[src/rtl/mlbmp_plot.sv]
// mlbmp_plot: host-side single-pixel plotter for the monochrome bitmap VRAM.
// Each command does a read-modify-write of the VRAM byte holding the pixel.
// Byte layout: addr = {y, x>>3}, pixel x[2:0]=0 sits in bit 7.
// Optional feature: define MLBMP_PLOT_CACHE_EN to keep a one-byte write-through
// cache, so a repeated access to the same byte skips the VRAM read.
module mlbmp_plot #(
  parameter int WIDTH      = 320,
  parameter int HEIGHT     = 240,
  parameter int RD_LATENCY = 1
) (
  input  logic        clk,
  input  logic        rst,
  input  logic        cmd_valid,
  output logic        cmd_ready,
  input  logic [8:0]  cmd_x,
  input  logic [7:0]  cmd_y,
  input  logic [1:0]  cmd_op,
  output logic        rd_valid,
  output logic        rd_pixel,
  output logic        err,
  output logic        vram_req,
  input  logic        vram_gnt,
  output logic [15:0] vram_addr,
  output logic        vram_rd_en,
  input  logic [7:0]  vram_rdata,
  output logic        vram_wr_en,
  output logic [7:0]  vram_wdata
);

  localparam logic [1:0] OP_CLR = 2'b00;
  localparam logic [1:0] OP_SET = 2'b01;
  localparam logic [1:0] OP_TOG = 2'b10;
  localparam logic [1:0] OP_QRY = 2'b11;
  localparam int CNT_W = (RD_LATENCY > 1) ? $clog2(RD_LATENCY) : 1;

  typedef enum logic [2:0] {IDLE, REQ, RD, WAIT, WR} state_t;

  state_t             state, state_nxt;
  logic [1:0]         op_q;
  logic [2:0]         bit_q;
  logic [7:0]         byte_q;
  logic [CNT_W-1:0]   lat_cnt;
  logic               accept;
  logic               in_range;
  logic               last_wait;
  logic               cache_hit;
  logic [7:0]         hit_byte;
  logic [7:0]         wdata_mod;

  // Apply the pixel operation to one byte; x[2:0]=0 maps to the MSB.
  function automatic logic [7:0] modify_byte(input logic [7:0] b,
                                             input logic [1:0] op,
                                             input logic [2:0] xb);
    logic [7:0] mask;
    mask = 8'h80 >> xb;
    case (op)
      OP_CLR:  return b & ~mask;
      OP_SET:  return b | mask;
      OP_TOG:  return b ^ mask;
      default: return b;
    endcase
  endfunction

  // Extract the addressed pixel from a byte.
  function automatic logic pick_pixel(input logic [7:0] b, input logic [2:0] xb);
    return b[3'd7 - xb];
  endfunction

  assign accept    = cmd_valid && cmd_ready;
  assign in_range  = (32'(cmd_x) < WIDTH) && (32'(cmd_y) < HEIGHT);
  assign last_wait = (state == WAIT) && (lat_cnt == CNT_W'(RD_LATENCY - 1));
  assign wdata_mod = modify_byte(byte_q, op_q, bit_q);

`ifdef MLBMP_PLOT_CACHE_EN
  logic [15:0] cache_addr;
  logic [7:0]  cache_data;
  logic        cache_vld;

  assign cache_hit = cache_vld && (cache_addr == vram_addr);
  assign hit_byte  = cache_data;

  // Write-through cache: refreshed by every read capture and every write.
  always_ff @(posedge clk) begin
    if (rst) begin
      cache_vld <= 1'b0;
    end else if (last_wait) begin
      cache_vld  <= 1'b1;
      cache_addr <= vram_addr;
      cache_data <= vram_rdata;
    end else if (state == WR) begin
      cache_data <= wdata_mod;
    end
  end
`else
  assign cache_hit = 1'b0;
  assign hit_byte  = 8'h00;
`endif

  // State register.
  always_ff @(posedge clk) begin
    if (rst) state <= IDLE;
    else     state <= state_nxt;
  end

  // Next-state decode and VRAM strobes.
  always_comb begin
    state_nxt  = state;
    cmd_ready  = 1'b0;
    vram_req   = 1'b0;
    vram_rd_en = 1'b0;
    vram_wr_en = 1'b0;
    vram_wdata = 8'h00;
    case (state)
      IDLE: begin
        cmd_ready = 1'b1;
        if (accept && in_range) state_nxt = REQ;
      end
      REQ: begin
        vram_req = 1'b1;
        if (vram_gnt) begin
          if (cache_hit) state_nxt = (op_q == OP_QRY) ? IDLE : WR;
          else           state_nxt = RD;
        end
      end
      RD: begin
        vram_req   = 1'b1;
        vram_rd_en = 1'b1;
        state_nxt  = WAIT;
      end
      WAIT: begin
        vram_req = 1'b1;
        if (last_wait) state_nxt = (op_q == OP_QRY) ? IDLE : WR;
      end
      WR: begin
        vram_req   = 1'b1;
        vram_wr_en = 1'b1;
        vram_wdata = wdata_mod;
        state_nxt  = IDLE;
      end
      default: state_nxt = IDLE;
    endcase
  end

  // Command address, error pulse and query result.
  always_ff @(posedge clk) begin
    if (rst) begin
      vram_addr <= 16'h0000;
      rd_valid  <= 1'b0;
      rd_pixel  <= 1'b0;
      err       <= 1'b0;
    end else begin
      err      <= accept && !in_range;
      rd_valid <= 1'b0;
      if (accept && in_range) vram_addr <= {cmd_y, 8'(cmd_x[8:3])};
      if (state == REQ && vram_gnt && cache_hit && op_q == OP_QRY) begin
        rd_valid <= 1'b1;
        rd_pixel <= pick_pixel(hit_byte, bit_q);
      end
      if (last_wait && op_q == OP_QRY) begin
        rd_valid <= 1'b1;
        rd_pixel <= pick_pixel(vram_rdata, bit_q);
      end
    end
  end

  // Command fields, read-latency counter and the byte being modified.
  always_ff @(posedge clk) begin
    if (accept) begin
      op_q  <= cmd_op;
      bit_q <= cmd_x[2:0];
    end
    if (state == RD)        lat_cnt <= '0;
    else if (state == WAIT) lat_cnt <= lat_cnt + 1'b1;
    if (last_wait)
      byte_q <= vram_rdata;
    else if (state == REQ && vram_gnt && cache_hit)
      byte_q <= hit_byte;
  end

endmodule

[config.mk]
export PLATFORM = sky130hd
export DESIGN_NAME = mlbmp_plot
export DESIGN_NICKNAME = d
export VERILOG_FILES = /design/src/rtl/mlbmp_plot.sv
export SDC_FILE = /design/constraint.sdc
export NUM_CORES = 1
export LEC_CHECK = 0
export CELL_PAD_IN_SITES_DETAIL_PLACEMENT = 0
export CELL_PAD_IN_SITES_GLOBAL_PLACEMENT = 2
export CORE_MARGIN = 1
export CORE_UTILIZATION = 27
export DETAILED_ROUTE_END_ITERATION = 16
export GPL_ROUTABILITY_DRIVEN = 0
export PLACE_DENSITY = 0.81
export SLEW_MARGIN = 40
export SYNTH_ARGS = -nofsm -noshare
export SYNTH_HDL_FRONTEND = slang
export SYNTH_SLANG_ARGS = --single-unit
[constraint.sdc]
create_clock -name clk -period 2.4 [get_ports clk]
set_clock_uncertainty 0.15 [all_clocks]
set_input_delay 0.48 -clock clk [delete_from_list [all_inputs] [get_ports clk]]
set_output_delay 0.48 -clock clk [all_outputs]
set_load 0.01 [all_outputs]
Word-level counts from Yosys, hierarchy flattened:

Cells that the tools add are included.

* multipliers: 0
* equality and inequality tests: 10
* magnitude comparators: 3
* divide/modulo/power cells: 0
* bitwise logic cells: 5
* shift-type cells: 1
* reduce and logical (&&, ||, !) cells: 11
* multiplexer cells: 14
* add/sub/neg operators: 2

Operators with widths (number)
* one-hot mux 8 bit (3 select lines): 1
* two-way mux 3 bit: 4
* one-hot mux 3 bit (4 select lines): 1
* < comparator 9 bit, second input constant: 1
* bitwise AND 8 bit: 1
* < comparator 8 bit, second input constant: 1
* two-way mux 8 bit: 1
* NOT 8 bit: 1
* bitwise OR 8 bit: 1
* right shift 8 x 3 -> 8 bit, first input constant: 1
* XOR 8 bit: 1
* == test 3 x 2 -> 1 bit, second input constant: 2
* logical AND 1 bit: 6
* two-way mux 1 bit: 6
* inequality test 2 bit, second input constant: 3
* == test 2 bit, second input constant: 2
* < comparator 3 x 4 -> 1 bit, second input constant: 1
* OR reduction 4 bit: 1
* binary-select mux 1 bit (select 3 bit): 1
* == test 3 x 1 -> 1 bit, second input constant: 1
* == test 3 bit, second input constant: 1
* zero test 3 bit: 1
* AND reduction 3 bit: 1
* subtractor 3 bit, first input constant: 1
* 5 further kinds: 5

* bits in latches: 0
* bits in registers: 34
* output and inout bits: 31
* memories: 0
* word-level logic and storage cells: 55
* bits in read-only memories: 0
* bits in writable memories: 0
* input bits: 31

Logic depth before layout (Yosys ltp):

* word-level depth: 6
* depth in mapped cells: 7
* gate-level depth less buffers: 6

Worst setup path before layout:

Ideal clock, no wire load.

* path kind: reg2out
* start: reg bit_q[2]
* end: out vram_wdata[5]
* arrival: 1592 ps
* cell stages (with the launch flop): 6
* setup slack: 178 ps
* data required time: 1770 ps
* path buffers: 1
* cells stage by stage: edfxtp_1 clkbuf_2 or3b_1 ha_1 a211oi_1 a211oi_1

* cells in the longest elaborated chain, start to end: 5
* elaborated cells between the ends (all ways): 7
* classes of those cells: 1 x shift; 2 x mux; 4 x bitwise

RTL lines
* start, declared: line 40 `logic [2:0] bit_q;`
* start signal, assigned: line 170 `bit_q <= cmd_x[2:0];`
* right shift 8 x 3 -> 8 bit *: line 55 `mask = 8'h80 >> xb;`
* NOT 8 bit: line 57 `OP_CLR: return b & ~mask;`
* bitwise AND 8 bit: line 57
* one-hot mux 8 bit (3 select lines) *: line 56 `case (op)`
* two-way mux 8 bit *: line 113 `case (state)`
* end, declared: line 27 `output logic [7:0] vram_wdata`

Every way passes the cells marked *; elsewhere a longest branch is shown, timed or not.

Worst setup path after layout:

* start: reg bit_q[1]
* end: out vram_wdata[7]

The elaborated chain is that of the path after synthesis.

==> metrics list <==
* Status: complete, but fails checks
- The checks that failed: negative setup slack.
- Starting DRC count in detailed routing: 29
* Filler Cell Count: 710
* Ant. Diodes: 0
* Unrepaired setup endpoints after global routing: true
- The most used flip-flop cell after synthesis is sky130_fd_sc_hd__dfxtp_1.
- The multi-input combinational cells in the finished layout cover a total of roughly 1100 um2.
* Area inside the core boundary: 6790 um2
* Via count: about 1600
- Final layout net count: 314
* Syn Std Cell Area: around 1900 um2
- Power spread over the standard cell area amounts to 496 nW/um2.
- Worst-path fanout max: 5
- Width of the die: ~86 um
* Setup-failing EPs final: 8
- Root buffer cell: sky130_fd_sc_hd__clkbuf_8
- Ports placed on the boundary: 62
- Subtracting the final worst setup slack from the clock period gives approximately 2.6 ns.
* Distinct cell type count after synthesis: 37
- In the final layout, flip-flops and latches occupy about 800 um2.
- Leading cell type by number of instances after synthesis: sky130_fd_sc_hd__nor2_1
* TritonCTS clock tree: yes
- Remaining antenna violation count after routing: 0
* HPWL reported at the end of detailed placement: around 3100 um
- Worst min-delay path category: register to register
* Number of global-route vias before repair: roughly 1500
- Syn Inst Count: ~190
- Averaged over all synthesized cells, the footprint is 9.85 um2.
- For this configuration, the core starts out at a cell density of approximately 28%.
* Startpoint-to-endpoint class of the critical path: register to output port
- Pin count of the biggest net entering global routing: 34
- STA classifies the critical path startpoint as a register.
* Simple-Gate Fraction of Synth Area: between 10% and 20%
* Initial antenna violation count: 0
- Dominant cell type by area after synthesis: sky130_fd_sc_hd__dfxtp_1
- Final-layout worst hold slack: roughly 0.31 ns
- The clock reaches the later pin of the worst-skew pair after between 0.2 and 0.3 ns.
* First drt pass iteration count: 4
- Mux cell area share after synthesis: about a tenth
- Inserted Clock Buffers: 5
- In the routed design, unresolved DRC markers number 0.
- The number of hold buffers added after CTS was 0.
* Post-synth EDFFs: 13
* Largest family of logic cells by synthesized area: simple AND/OR/NAND/NOR gates
- Counting instances in the post-synthesis netlist gives the leading cell types as sky130_fd_sc_hd__nor2_1, sky130_fd_sc_hd__dfxtp_1, sky130_fd_sc_hd__a211oi_1, sky130_fd_sc_hd__ha_1, sky130_fd_sc_hd__mux2i_1.
* Core Rows: 30
* Synthesis-stage register bit count: 34
* Post-detailed-route via-to-cell ratio: 4.35
- Crit path DAT: between 1.5 and 2 ns
* Post-placement cell area: 2670 um2
- Overall power of the completed layout: about 1.4 mW
- Area growth from synthesis to final layout: 53.2%
* Number of pins exceeding their max-slew limit in the final report: 0
- Sequential cell area fraction in the yosys report: roughly 43%
- After Yosys synthesis, XOR and XNOR cells account for less than 1% of the synthesized area.
- For this run, the top clock speed supported by timing is between 300 and 400 MHz.
* Final global-route overflow total: 0
- Cells fill around 43% of the core in the end.
- No sink is reached through more buffers than the 2 on the longest clock path.
- Cells with a size suffix above 1 make up between 20% and 30% of the layout.
- After routing the design area is between 2000 and 3000 um2.
- Hold violation count in the final report: 0
- For this design, the sink count on the clock tree is 34.
- Fraction of the mapped netlist area in adder cells: between 10% and 20%
- Top area cells in the synthesized netlist: sky130_fd_sc_hd__dfxtp_1, sky130_fd_sc_hd__edfxtp_1, sky130_fd_sc_hd__ha_1
- CTS clk-pin slew, worst paths: about 0.070 ns
- Wire length of the first global-routing pass: ~7100 um
- For this run, the number of Yosys warnings is 0.
* Full die area: ~7400 um2
- Worst Slack Setup Final: -0.217 ns
- Number of buffers added on ports: 59
- The synthesized design devotes to its leading area cell type between 20 and 25% of total area.
- Area fraction in compound gates after synthesis: around an eighth
- Number of levels in the clock H-tree: 2
- Setup crit end kind: output port
- Total GRT Usage: about 12%
- Routed len/inst: roughly 12 um
* Maximum ir drop on the vdd rail: ~280 uV
- Maxcap violations: 0
* Total wire length after detailed routing: between 4000 and 5000 um
* Share of synthesized flip-flops with an asynchronous set or reset: 0%
- Share of the clock period used by the worst path: 109%
* Leak: roughly 1.2 nW
- Worst Path Required: 1.77 ns
* Die outline height: approximately 86 um
worst max-delay path, stage by stage (launching register included):
cell	delay, ns
sky130_fd_sc_hd__edfxtp_1	0.48
sky130_fd_sc_hd__buf_6	0.16
sky130_fd_sc_hd__or3_4	0.41
sky130_fd_sc_hd__ha_4	0.17
sky130_fd_sc_hd__nor2_2	0.07
sky130_fd_sc_hd__a21oi_1	0.04
sky130_fd_sc_hd__a211oi_1	0.21
sky130_fd_sc_hd__buf_2	0.16
timing repair:
item / 4_1_cts / 5_1_grt
gates resized for setup: 53 / 12
buffers inserted: 6 / 1
pin swaps: 8 / 8
endpoints found under the setup margin: 8 / 9
hold endpoints to repair: 0 / 0
registers in the layout (all words and copies together) (netlist names):
name / count
vram_addr: 14
byte_q: 8
bit_q: 3
state: 3
op_q: 2
err: 1
lat_cnt: 1
rd_pixel: 1
rd_valid: 1
per-stage QoR:
stage	setup WS (ns)	std cells	setup TNS, ns
floorplan	0.178	194	0
detailed placement	-0.331	349	-1.73
global route	-0.306	364	-1.91
global placement	-0.312	349	-1.50
CTS	-0.212	363	-1.26
finish	-0.217	364	-0.906
cell usage in the layout, fill, tap and decap left out, types with 3 or more instances in the layout:
cell / n
sky130_fd_sc_hd__a211oi_1: 7
sky130_fd_sc_hd__a211oi_2: 9
sky130_fd_sc_hd__a21oi_1: 10
sky130_fd_sc_hd__buf_2: 8
sky130_fd_sc_hd__buf_4: 16
sky130_fd_sc_hd__buf_6: 4
sky130_fd_sc_hd__clkbuf_1: 3
sky130_fd_sc_hd__clkbuf_8: 5
sky130_fd_sc_hd__clkdlybuf4s50_1: 51
sky130_fd_sc_hd__dfxtp_1: 21
sky130_fd_sc_hd__edfxtp_1: 13
sky130_fd_sc_hd__ha_1: 10
sky130_fd_sc_hd__ha_4: 4
sky130_fd_sc_hd__inv_1: 11
sky130_fd_sc_hd__mux2i_1: 16
sky130_fd_sc_hd__nand2_1: 9
sky130_fd_sc_hd__nor2_1: 24
sky130_fd_sc_hd__nor2b_1: 8
power by group:
group	switching (mW)	total, mW	leakage (nW)	internal [mW]
registers	0.0208	0.656	0.291	0.635
clock network	0.207	0.414	0.0395	0.206
logic	0.164	0.377	0.870	0.212
worst paths after layout:
check / start / end / slack [ns] / cells after the start
setup / recovery: bit_q[1] / vram_wdata[7] / -0.22 / 7
hold / removal: lat_cnt / lat_cnt / 0.31 / 2
setup reg to reg: bit_q[1] / rd_pixel / 0.71 / 5
hold reg to reg: lat_cnt / lat_cnt / 0.31 / 2
metal layers:
metal,track usage (%),wire length (um),vias up
li1,-,-,813
met1,14.6,1910,708
met2,19.0,1890,56
met3,7.22,495,5
met4,4.09,59,0
met5,0,0,-
kinds of logic after synthesis:
kind of cell,count (synthesis)
flip-flops,34
AND/OR/NAND/NOR,64
buffers and inverters,26
multiplexers,18
adder cells (fa/ha/maj),16
XOR/XNOR,1
other,1
AO/OA/AOI/OAI,33
area by class of cell:
cell class,instances,share of cell area [%]
flip-flops and latches,34,27.8
multi-input cells,134,38.0
well taps,96,4.12
repair buffers,81,25.9
inverters,11,1.42
clock buffers,8,2.75
(Power assumes the default switching activity.)
